**src/rtl/pipe_hazard_ctrl_if.sv**
```systemverilog
// Hazard-controller bundle: pipeline-stage register info in, stall/flush/forward controls out.
interface pipe_hazard_ctrl_if #(
  parameter int unsigned RW    = 5,
  parameter int unsigned CNT_W = 16
);
  logic [RW-1:0]    id_rs1;
  logic [RW-1:0]    id_rs2;
  logic             id_use1;
  logic             id_use2;
  logic [RW-1:0]    ex_rs1;
  logic [RW-1:0]    ex_rs2;
  logic [RW-1:0]    ex_rd;
  logic             ex_regwe;
  logic             ex_memrd;
  logic [RW-1:0]    mem_rd;
  logic             mem_regwe;
  logic             mem_memrd;
  logic [RW-1:0]    wb_rd;
  logic             wb_regwe;
  logic             redirect;
  logic             dmem_req;
  logic             dmem_ready;
  logic [1:0]       fwd_a;
  logic [1:0]       fwd_b;
  logic             stall_pc;
  logic             stall_ifid;
  logic             bubble_idex;
  logic             flush_ifid;
  logic             flush_idex;
  logic             freeze;
  logic [CNT_W-1:0] stall_cnt;
  logic [CNT_W-1:0] flush_cnt;
  logic             err_timeout;

  // Pipeline side: supplies stage info, consumes controls.
  modport master (
    output id_rs1, id_rs2, id_use1, id_use2, ex_rs1, ex_rs2, ex_rd, ex_regwe, ex_memrd,
           mem_rd, mem_regwe, mem_memrd, wb_rd, wb_regwe, redirect, dmem_req, dmem_ready,
    input  fwd_a, fwd_b, stall_pc, stall_ifid, bubble_idex, flush_ifid, flush_idex, freeze,
           stall_cnt, flush_cnt, err_timeout
  );

  // Controller side.
  modport slave (
    input  id_rs1, id_rs2, id_use1, id_use2, ex_rs1, ex_rs2, ex_rd, ex_regwe, ex_memrd,
           mem_rd, mem_regwe, mem_memrd, wb_rd, wb_regwe, redirect, dmem_req, dmem_ready,
    output fwd_a, fwd_b, stall_pc, stall_ifid, bubble_idex, flush_ifid, flush_idex, freeze,
           stall_cnt, flush_cnt, err_timeout
  );
endinterface

```
**src/rtl/pipe_hazard_ctrl.sv**
```systemverilog
// Central hazard controller for the 5-stage RV32 core: load-use stall (multi-cycle), redirect
// flush, EX forwarding select, data-memory freeze, saturating perf counters and freeze watchdog.
module pipe_hazard_ctrl #(
  parameter int unsigned NREG     = 32,
  parameter int unsigned LOAD_LAT = 0,
  parameter int unsigned CNT_W    = 16,
  parameter int unsigned TIMEOUT  = 255
) (
  input  logic                clk_i,
  input  logic                rst_ni,
  pipe_hazard_ctrl_if.slave   hz
);
  localparam int unsigned RW = $clog2(NREG);
  localparam int unsigned FW = (TIMEOUT < 1) ? 1 : $clog2(TIMEOUT + 1);
  localparam logic [2:0]  LuInit = 3'(LOAD_LAT);

  localparam logic [1:0] StRun     = 2'd0;
  localparam logic [1:0] StLdUse   = 2'd1;
  localparam logic [1:0] StMemWait = 2'd2;

  logic [1:0]       state_q, state_d;
  logic [1:0]       saved_q, saved_d;
  logic [2:0]       lu_cnt_q, lu_cnt_d;
  logic [FW-1:0]    frz_cnt_q, frz_cnt_d;
  logic [CNT_W-1:0] stall_cnt_q, stall_cnt_d;
  logic [CNT_W-1:0] flush_cnt_q, flush_cnt_d;
  logic             err_q, err_d;

  logic             freeze_raw;
  logic             lu_hit;
  logic             stall_raw;
  logic             flush_raw;
  logic [1:0]       eff_state;

  // EX/MEM beats WB; loads in EX/MEM have no data yet; x0 never forwards.
  function automatic logic [1:0] fwd_sel(input logic [RW-1:0] rs,
                                         input logic [RW-1:0] m_rd,
                                         input logic          m_we,
                                         input logic          m_ld,
                                         input logic [RW-1:0] w_rd,
                                         input logic          w_we);
    logic [1:0] sel;
    sel = 2'b00;
    if (rs != '0) begin
      if (m_we && (m_rd == rs) && !m_ld) begin
        sel = 2'b10;
      end else if (w_we && (w_rd == rs)) begin
        sel = 2'b01;
      end
    end
    return sel;
  endfunction

  // Hazard detection and FSM next state; MEMWAIT behaves as its saved state once unfrozen.
  always_comb begin
    freeze_raw = hz.dmem_req & ~hz.dmem_ready;
    lu_hit     = hz.ex_memrd & hz.ex_regwe & (hz.ex_rd != '0) &
                 ((hz.id_use1 & (hz.id_rs1 == hz.ex_rd)) |
                  (hz.id_use2 & (hz.id_rs2 == hz.ex_rd)));
    eff_state  = (state_q == StMemWait) ? saved_q : state_q;
    state_d    = state_q;
    saved_d    = saved_q;
    lu_cnt_d   = lu_cnt_q;
    stall_raw  = 1'b0;
    flush_raw  = 1'b0;
    if (freeze_raw) begin
      if (state_q != StMemWait) begin
        saved_d = state_q;
        state_d = StMemWait;
      end
    end else if (hz.redirect) begin
      // Redirect wins over load-use and aborts any multi-cycle stall.
      flush_raw = 1'b1;
      state_d   = StRun;
      lu_cnt_d  = '0;
    end else begin
      case (eff_state)
        StLdUse: begin
          stall_raw = 1'b1;
          if (lu_cnt_q <= 3'd1) begin
            state_d  = StRun;
            lu_cnt_d = '0;
          end else begin
            state_d  = StLdUse;
            lu_cnt_d = lu_cnt_q - 3'd1;
          end
        end
        default: begin
          state_d = StRun;
          if (lu_hit) begin
            stall_raw = 1'b1;
            if (LOAD_LAT > 0) begin
              state_d  = StLdUse;
              lu_cnt_d = LuInit;
            end
          end
        end
      endcase
    end
  end

  // Watchdog and saturating performance counters.
  always_comb begin
    frz_cnt_d   = '0;
    err_d       = err_q;
    stall_cnt_d = stall_cnt_q;
    flush_cnt_d = flush_cnt_q;
    if (freeze_raw) begin
      frz_cnt_d = (frz_cnt_q == FW'(TIMEOUT)) ? frz_cnt_q : frz_cnt_q + FW'(1);
      if (frz_cnt_d == FW'(TIMEOUT)) begin
        err_d = 1'b1;
      end
    end
    if ((stall_raw || freeze_raw) && (stall_cnt_q != '1)) begin
      stall_cnt_d = stall_cnt_q + CNT_W'(1);
    end
    if (flush_raw && (flush_cnt_q != '1)) begin
      flush_cnt_d = flush_cnt_q + CNT_W'(1);
    end
  end

  // State registers with asynchronous active-low reset.
  always_ff @(posedge clk_i or negedge rst_ni) begin
    if (!rst_ni) begin
      state_q     <= StRun;
      saved_q     <= StRun;
      lu_cnt_q    <= '0;
      frz_cnt_q   <= '0;
      stall_cnt_q <= '0;
      flush_cnt_q <= '0;
      err_q       <= 1'b0;
    end else begin
      state_q     <= state_d;
      saved_q     <= saved_d;
      lu_cnt_q    <= lu_cnt_d;
      frz_cnt_q   <= frz_cnt_d;
      stall_cnt_q <= stall_cnt_d;
      flush_cnt_q <= flush_cnt_d;
      err_q       <= err_d;
    end
  end

  // Outputs: combinational paths are forced low while reset is asserted.
  always_comb begin
    hz.fwd_a       = 2'b00;
    hz.fwd_b       = 2'b00;
    hz.stall_pc    = 1'b0;
    hz.stall_ifid  = 1'b0;
    hz.bubble_idex = 1'b0;
    hz.flush_ifid  = 1'b0;
    hz.flush_idex  = 1'b0;
    hz.freeze      = 1'b0;
    hz.stall_cnt   = stall_cnt_q;
    hz.flush_cnt   = flush_cnt_q;
    hz.err_timeout = err_q;
    if (rst_ni) begin
      hz.fwd_a       = fwd_sel(hz.ex_rs1, hz.mem_rd, hz.mem_regwe, hz.mem_memrd,
                               hz.wb_rd, hz.wb_regwe);
      hz.fwd_b       = fwd_sel(hz.ex_rs2, hz.mem_rd, hz.mem_regwe, hz.mem_memrd,
                               hz.wb_rd, hz.wb_regwe);
      hz.stall_pc    = stall_raw;
      hz.stall_ifid  = stall_raw;
      hz.bubble_idex = stall_raw;
      hz.flush_ifid  = flush_raw;
      hz.flush_idex  = flush_raw;
      hz.freeze      = freeze_raw;
    end
  end

endmodule

```
**src/flat_wrapper.sv**
```systemverilog
// flat-port wrapper written by rule: the top's interface ports become plain ports
module pipe_hazard_ctrl_flat 
#(
  parameter int unsigned NREG     = 32,
  parameter int unsigned LOAD_LAT = 0,
  parameter int unsigned CNT_W    = 16,
  parameter int unsigned TIMEOUT  = 255
)
  (clk_i, rst_ni, hz_id_rs1, hz_id_rs2, hz_id_use1, hz_id_use2, hz_ex_rs1, hz_ex_rs2, hz_ex_rd, hz_ex_regwe, hz_ex_memrd, hz_mem_rd, hz_mem_regwe, hz_mem_memrd, hz_wb_rd, hz_wb_regwe, hz_redirect, hz_dmem_req, hz_dmem_ready, hz_fwd_a, hz_fwd_b, hz_stall_pc, hz_stall_ifid, hz_bubble_idex, hz_flush_ifid, hz_flush_idex, hz_freeze, hz_stall_cnt, hz_flush_cnt, hz_err_timeout);
  pipe_hazard_ctrl_if #(.RW(5), .CNT_W(CNT_W)) hz_i ();
  input  logic clk_i;
  input  logic rst_ni;
  input wire logic [$bits(hz_i.id_rs1)-1:0] hz_id_rs1;
  input wire logic [$bits(hz_i.id_rs2)-1:0] hz_id_rs2;
  input wire logic [$bits(hz_i.id_use1)-1:0] hz_id_use1;
  input wire logic [$bits(hz_i.id_use2)-1:0] hz_id_use2;
  input wire logic [$bits(hz_i.ex_rs1)-1:0] hz_ex_rs1;
  input wire logic [$bits(hz_i.ex_rs2)-1:0] hz_ex_rs2;
  input wire logic [$bits(hz_i.ex_rd)-1:0] hz_ex_rd;
  input wire logic [$bits(hz_i.ex_regwe)-1:0] hz_ex_regwe;
  input wire logic [$bits(hz_i.ex_memrd)-1:0] hz_ex_memrd;
  input wire logic [$bits(hz_i.mem_rd)-1:0] hz_mem_rd;
  input wire logic [$bits(hz_i.mem_regwe)-1:0] hz_mem_regwe;
  input wire logic [$bits(hz_i.mem_memrd)-1:0] hz_mem_memrd;
  input wire logic [$bits(hz_i.wb_rd)-1:0] hz_wb_rd;
  input wire logic [$bits(hz_i.wb_regwe)-1:0] hz_wb_regwe;
  input wire logic [$bits(hz_i.redirect)-1:0] hz_redirect;
  input wire logic [$bits(hz_i.dmem_req)-1:0] hz_dmem_req;
  input wire logic [$bits(hz_i.dmem_ready)-1:0] hz_dmem_ready;
  output wire logic [$bits(hz_i.fwd_a)-1:0] hz_fwd_a;
  output wire logic [$bits(hz_i.fwd_b)-1:0] hz_fwd_b;
  output wire logic [$bits(hz_i.stall_pc)-1:0] hz_stall_pc;
  output wire logic [$bits(hz_i.stall_ifid)-1:0] hz_stall_ifid;
  output wire logic [$bits(hz_i.bubble_idex)-1:0] hz_bubble_idex;
  output wire logic [$bits(hz_i.flush_ifid)-1:0] hz_flush_ifid;
  output wire logic [$bits(hz_i.flush_idex)-1:0] hz_flush_idex;
  output wire logic [$bits(hz_i.freeze)-1:0] hz_freeze;
  output wire logic [$bits(hz_i.stall_cnt)-1:0] hz_stall_cnt;
  output wire logic [$bits(hz_i.flush_cnt)-1:0] hz_flush_cnt;
  output wire logic [$bits(hz_i.err_timeout)-1:0] hz_err_timeout;
  assign hz_i.id_rs1 = hz_id_rs1;
  assign hz_i.id_rs2 = hz_id_rs2;
  assign hz_i.id_use1 = hz_id_use1;
  assign hz_i.id_use2 = hz_id_use2;
  assign hz_i.ex_rs1 = hz_ex_rs1;
  assign hz_i.ex_rs2 = hz_ex_rs2;
  assign hz_i.ex_rd = hz_ex_rd;
  assign hz_i.ex_regwe = hz_ex_regwe;
  assign hz_i.ex_memrd = hz_ex_memrd;
  assign hz_i.mem_rd = hz_mem_rd;
  assign hz_i.mem_regwe = hz_mem_regwe;
  assign hz_i.mem_memrd = hz_mem_memrd;
  assign hz_i.wb_rd = hz_wb_rd;
  assign hz_i.wb_regwe = hz_wb_regwe;
  assign hz_i.redirect = hz_redirect;
  assign hz_i.dmem_req = hz_dmem_req;
  assign hz_i.dmem_ready = hz_dmem_ready;
  assign hz_fwd_a = hz_i.fwd_a;
  assign hz_fwd_b = hz_i.fwd_b;
  assign hz_stall_pc = hz_i.stall_pc;
  assign hz_stall_ifid = hz_i.stall_ifid;
  assign hz_bubble_idex = hz_i.bubble_idex;
  assign hz_flush_ifid = hz_i.flush_ifid;
  assign hz_flush_idex = hz_i.flush_idex;
  assign hz_freeze = hz_i.freeze;
  assign hz_stall_cnt = hz_i.stall_cnt;
  assign hz_flush_cnt = hz_i.flush_cnt;
  assign hz_err_timeout = hz_i.err_timeout;
  pipe_hazard_ctrl #(.NREG(NREG), .LOAD_LAT(LOAD_LAT), .CNT_W(CNT_W), .TIMEOUT(TIMEOUT)) u_core (.clk_i(clk_i), .rst_ni(rst_ni), .hz(hz_i));
endmodule
```
**config.mk**
```make
export PLATFORM = sky130hd
export DESIGN_NAME = pipe_hazard_ctrl_flat
export DESIGN_NICKNAME = d
export VERILOG_FILES = /design/src/rtl/pipe_hazard_ctrl_if.sv /design/src/rtl/pipe_hazard_ctrl.sv /design/src/flat_wrapper.sv
export SDC_FILE = /design/constraint.sdc
export NUM_CORES = 1
export LEC_CHECK = 0
export BUFFER_PORTS_ARGS = -buffer_cell sky130_fd_sc_hd__buf_2
export CAP_MARGIN = 20
export CORE_ASPECT_RATIO = 0.9
export CORE_MARGIN = 3
export CORE_UTILIZATION = 27
export CTS_CLUSTER_DIAMETER = 40
export DETAILED_ROUTE_END_ITERATION = 10
export RECOVER_POWER = 25
export SLEW_MARGIN = 20
export SYNTH_ARGS = -nofsm -noshare
export SYNTH_HDL_FRONTEND = slang
export SYNTH_SLANG_ARGS = --single-unit
```
**constraint.sdc**
```tcl
create_clock -name clk_i -period 2.3 [get_ports clk_i]
set_input_delay 0.115 -clock clk_i [delete_from_list [all_inputs] [get_ports clk_i]]
set_output_delay 0.115 -clock clk_i [all_outputs]
set_load 0.005 [all_outputs]
```
**After elaboration in Yosys (flattened, before gate mapping)**

Index checks and enable logic that the tools add are counted.

- $add $sub $neg: 4
- $lt $le $gt $ge: 1
- Eq/ne operators: 14
- Multiplexer cells: 28
- Bitwise gates (word level): 9
- Reduce and logical (&&, ||, !) cells: 17

Operator list:

| cell | number |
|---|---|
| $add A16 B1 Y16 const B | 2 |
| $ne A16 B16 Y1 const B | 2 |
| $eq A5 B5 Y1 | 6 |
| $mux W2 | 10 |
| $eq A8 B8 Y1 const B | 2 |
| $mux W8 | 2 |
| $reduce_bool A5 Y1 | 3 |
| $mux W1 | 13 |
| $mux W3 | 3 |
| $add A8 B1 Y8 const B | 1 |
| $logic_and A1 B1 Y1 | 8 |
| $and A1 B1 Y1 | 6 |
| $reduce_and A2 Y1 | 3 |
| $ne A2 B2 Y1 const B | 2 |
| $le A3 B1 Y1 const B | 1 |
| $sub A3 B1 Y3 const B | 1 |
| $eq A2 B1 Y1 const B | 1 |
| $eq A2 B2 Y1 const B | 1 |
| $not A1 Y1 | 2 |
| $reduce_bool A2 Y1 | 1 |
| $logic_not A1 Y1 | 1 |
| $logic_or A1 B1 Y1 | 1 |
| $or A1 B1 Y1 | 1 |

- Bits in registers: 48
- Logic and storage cells: 80

**Logic depth before layout (Yosys ltp)**

- Word-level depth: 10
- Mapped depth: 9

**Worst setup path after synthesis**

OpenSTA, ideal clock, no wires.

- Path type: flip-flop to flip-flop
- Start point: register u_core.frz_cnt_q[0]
- End point: register u_core.err_q, in the netlist u_core.hz.err_timeout
- Setup time: 0.120 ns
- Data arrival time: 1.640 ns
- Data required time: 2.180 ns
- Setup slack: 0.539 ns
- Stages on the path, launching flop included: 8
- Buffers on the path: 1
- Cell sequence: dfrtp_1 -> ha_1 -> clkbuf_1 -> nand4_2 -> nand3_1 -> xor2_1 -> nor2_1 -> a41o_1

- Cells in the longest elaborated chain, start to end: 4

Ends and longest elaborated chain:

| what | line | text |
|---|---|---|
| start: declaration | pipe_hazard_ctrl.sv:24 | `logic [FW-1:0] frz_cnt_q, frz_cnt_d;` |
| start signal: assignment | pipe_hazard_ctrl.sv:136 | `frz_cnt_q <= frz_cnt_d;` |
| $add A8 B1 Y8 or $eq A8 B8 Y1 (tied branches) | pipe_hazard_ctrl.sv:109 | `frz_cnt_d = (frz_cnt_q == FW'(TIMEOUT)) ? frz_cnt_q : frz_cnt_q + FW'(1);` |
| $mux W8 (*) | pipe_hazard_ctrl.sv:109 |  |
| $eq A8 B8 Y1 (*) | pipe_hazard_ctrl.sv:110 | `if (frz_cnt_d == FW'(TIMEOUT)) begin` |
| $reduce_and A2 Y1 (no source line) (*) | -- |  |
| end signal: assignment | pipe_hazard_ctrl.sv:139 | `err_q <= err_d;` |
| end: declaration | pipe_hazard_ctrl.sv:27 | `logic err_q, err_d;` |

Mark *: on every way between the ends. The rest lies on a longest branch, timed or not.
A chain may end at the register's enable or synchronous reset.

**Worst setup path after layout**

- Start point: register u_core.saved_q[1]
- End point: register u_core.stall_cnt_q[1], in the netlist u_core.hz.stall_cnt[1]

- Cells in the longest elaborated chain, start to end: 7

Ends and longest elaborated chain:

| what | line | text |
|---|---|---|
| start: declaration | pipe_hazard_ctrl.sv:22 | `logic [1:0] saved_q, saved_d;` |
| start signal: assignment | pipe_hazard_ctrl.sv:126 | `saved_q <= StRun;` |
| start signal: assignment | pipe_hazard_ctrl.sv:134 | `saved_q <= saved_d;` |
| $mux W2 | pipe_hazard_ctrl.sv:60 | `eff_state = (state_q == StMemWait) ? saved_q : state_q;` |
| $eq A2 B1 Y1 | pipe_hazard_ctrl.sv:77 | `case (eff_state)` |
| $mux W1 | pipe_hazard_ctrl.sv:77 |  |
| $mux W1 | pipe_hazard_ctrl.sv:71 | `end else if (hz.redirect) begin` |
| $mux W1 | pipe_hazard_ctrl.sv:66 | `if (freeze_raw) begin` |
| $logic_or A1 B1 Y1 | pipe_hazard_ctrl.sv:114 | `if ((stall_raw \|\| freeze_raw) && (stall_cnt_q != '1)) begin` |
| $logic_and A1 B1 Y1 | pipe_hazard_ctrl.sv:114 |  |
| end signal: assignment | pipe_hazard_ctrl.sv:137 | `stall_cnt_q <= stall_cnt_d;` |
| end: declaration | pipe_hazard_ctrl.sv:25 | `logic [CNT_W-1:0] stall_cnt_q, stall_cnt_d;` |

Every way passes these cells.

==> metrics.md <==
| Metric | Value |
|---|---|
| Status | complete, no violations |
| Area grow syn2layout | 27.3% |
| Core footprint | 9870 sq um |
| Setup TNS | 0 ps |
| Via Count | approximately 2300 |
| Pwr per Cell Area | 683 nW/um^2 |
| Pre-Repair DR Iteration Count | 4 |
| Number of global-route vias before repair | 2285 |
| Hold Crit Class | input port to flip-flop |
| Peak supply drop | approximately 0.45 mV |
| Dpl hpwl | 5300 microns |
| Slew Limit Fails | 0 |
| R2R Setup Slk | 340 ps |
| Multi-input gate area | roughly 1500 sq um |
| Setup slack at placement | 298 ps |
| CTS Sinks | 48 |
| Reg-to-reg startpoint | u_core.saved_q[1]$_DFFE_PN0P_ |
| First-pass GRT wire length | 10700 microns |
| Worst Tran Pin Value | approximately 620 ps |
| Routed Antenna Nets | 0 |
| Commonest non-fill, non-tap cells in the layout | buf_2, xnor2_1, dfrtp_1 |
| ANT cells | 0 |
| CP peak stage delay | 390 ps |
| Port Buffers | 89 |
| Clock Skews | around 4.8 ps |
| Layout cell share with drive strength beyond 1 | around 28% |
| Clock Tree Root | clkbuf_16 |
| First DRT Iteration DRCs | 139 |
| R2R depth | 6 |
| Routability cong. | 0.810 |
| Total power draw | approximately 2.4 mW |
| Ports | 90 |
| Hold path depth | 4 |
| Worst setup EP type | flip-flop |
| Worst-Skew Late Latency | about 280 ps |
| CP arrival | 2120 ps |
| Crit path max fanout | 15 |
| DRC violations left | 0 |
| Starting density of the core | 28.4% |
| End of the worst hold path | u_core.lu_cnt_q[2]$_DFFE_PN0P_ |
| Max_slew headroom | 58.7% |
| Register area share after synthesis | 42.9% |
| Prevailing post-synth register cell | dfrtp_1 |
| CTS tree | done |
| Nets | 432 |
| Cell Chain, Critical Path | nand3b_1, mux2i_1, a41oi_2, o21ai_4, nand2_1, mux2_4 |
| YS warnings | 0 |
| Gr usage total | 11.2% |
| Post-synth EDFFs | 0 |
| HP Start | hz_redirect |
| Die area | 11600 sq um |
| Most common cell after layout, fill and taps aside | buf_2 |
| Cts bufs inserted | 5 |
| Row count | 34 |
| Antenna violations before repair | 0 |
| Final min period | 1960 ps |
| Post-synthesis area per instance | 9.69 sq um |
| Final WS setup | around 340 ps |
| Final setup fails | 0 |
| H-tree depth | 2 |
| Detailed-route wire length | 6780 microns |
| Max-cap viol count | 0 |
| RSZ-0062 raised after global routing | false |
| Synth unique cells | between 40 and 50 |
| Largest net degree at the start of global routing | 31 |
| Leakage | 1.72 nW |
| Net Count, Synth | 341 |
| Clock buffer depth | 2 |
| Post-Syn Area | roughly 2800 sq um |
| FF-to-FF End | u_core.hz.stall_cnt[1]$_DFFE_PN0P_ |
| Post-synth ARST share | 100% |
| Achievable frequency | 510 MHz |
| Period utilization | 85.2% |
| FF+latch count, synth | 48 |
| Clk pin slew, worst setup/hold paths | 60 ps |
| Chip height | 103 microns |
| WL/cell | 13.4 microns |
| Startpoint Class | flip-flop |
| Critical path required time | 2460 ps |
| CP max-delay cell | o21ai_4 |
| Endpoints failing hold | 0 |
| Postcts setup bufs | 0 |
| DIE WIDTH | 113 microns |
| Register Area | 1200 sq um |
| Synth Instances | 289 |
| Vias per cell | 4.63 |
| Filler cells | between 1000 and 1500 |
| Critical path type | flip-flop to flip-flop |
| GRT Residual Overflow | 0 |
## metrics by stage
stage	instance area, sq um	util (%)	hold WS [ps]	instances
2_1_floorplan	2800	-	-181	289
3_5_place_dp	3380	34.2	192	498
3_3_place_gp	3380	34.2	194	498
4_1_cts	3570	36.2	301	507
5_1_grt	3570	36.1	363	507
6_report	3570	36.1	304	507
## metal layers
layer / global-route usage, % / up-vias / share of wire, %
met4: 2.31 / 0 / 0.24
met2: 18.9 / 52 / 48
li1: - / 1185 / -
met3: 2.70 / 2 / 5.5
met5: 0 / - / 0
met1: 14.8 / 1107 / 46
## cell usage after synthesis, types with 4 or more instances
master / instances / area, sq um
xor2_1: 11 / 96.3
a21oi_1: 4 / 20.0
nand4_1: 19 / 119
nor3_1: 5 / 25.0
inv_1: 9 / 33.8
clkbuf_1: 5 / 18.8
o21ai_0: 8 / 40.0
dfrtp_1: 48 / 1200
xnor2_1: 50 / 438
nand3_1: 20 / 100
nor2_1: 20 / 75.1
and3_1: 11 / 68.8
nand2_1: 26 / 97.6
ha_1: 5 / 62.6
and2_1: 6 / 37.5
## worst max-delay path by stage
stage,from,to,cells after the start
floorplan,u_core.frz_cnt_q[0]$_DFF_PN0_,u_core.hz.err_timeout$_DFFE_PN0P_,7
global placement,hz_ex_rd[1],u_core.hz.stall_cnt[1]$_DFFE_PN0P_,8
detailed placement,hz_ex_rd[3],u_core.hz.stall_cnt[1]$_DFFE_PN0P_,8
CTS,u_core.saved_q[1]$_DFFE_PN0P_,u_core.hz.stall_cnt[1]$_DFFE_PN0P_,6
global route,u_core.saved_q[1]$_DFFE_PN0P_,u_core.hz.stall_cnt[1]$_DFFE_PN0P_,6
finish,u_core.saved_q[1]$_DFFE_PN0P_,u_core.hz.stall_cnt[1]$_DFFE_PN0P_,6
## cell type report
class / instances / share of cell area, %
timing repair buffer: 95 / 13.7
inverter: 9 / 0.947
clock inverter: 1 / 0.842
multi-input combinational: 221 / 42.2
clock buffer: 7 / 4.28
tap: 126 / 4.42
sequential: 48 / 33.7
## critical path: cells and delay by family (launching register included)
kind	cells	cell delay [ps]
AND/OR/NAND/NOR	2	330
multiplexers	2	630
AO/OA/AOI/OAI	2	510
flip-flops	1	370
## where the power goes
| group | internal [mW] | switching [mW] | total [mW] |
|---|---|---|---|
| registers | 0.951 | 0.136 | 1.09 |
| logic | 0.260 | 0.220 | 0.480 |
| clock network | 0.572 | 0.296 | 0.868 |
| total | 1.78 | 0.653 | 2.44 |
## sequential cells by signal (all words and copies together) (netlist names)
signal / flops
u_core.saved_q: 2
u_core.hz.flush_cnt: 16
u_core.frz_cnt_q: 8
u_core.hz.err_timeout: 1
u_core.lu_cnt_q: 3
u_core.state_q: 2
u_core.hz.stall_cnt: 16
## timing repair
action,CTS,global route
hold buffers,1,0
gates resized for setup,0,0
hold endpoints to repair,48,0
## cell families after synthesis
logic type	synth area share, %
DFF	42.9
buffers and inverters	3.44
muxes	2.05
xor gates and xnor gates	19.1
adders and majority gates	2.23
AOI/OAI and AO/OA	6.79
and+or+nand+nor	23.5
Note: power is estimated with default switching activity, not from simulation.
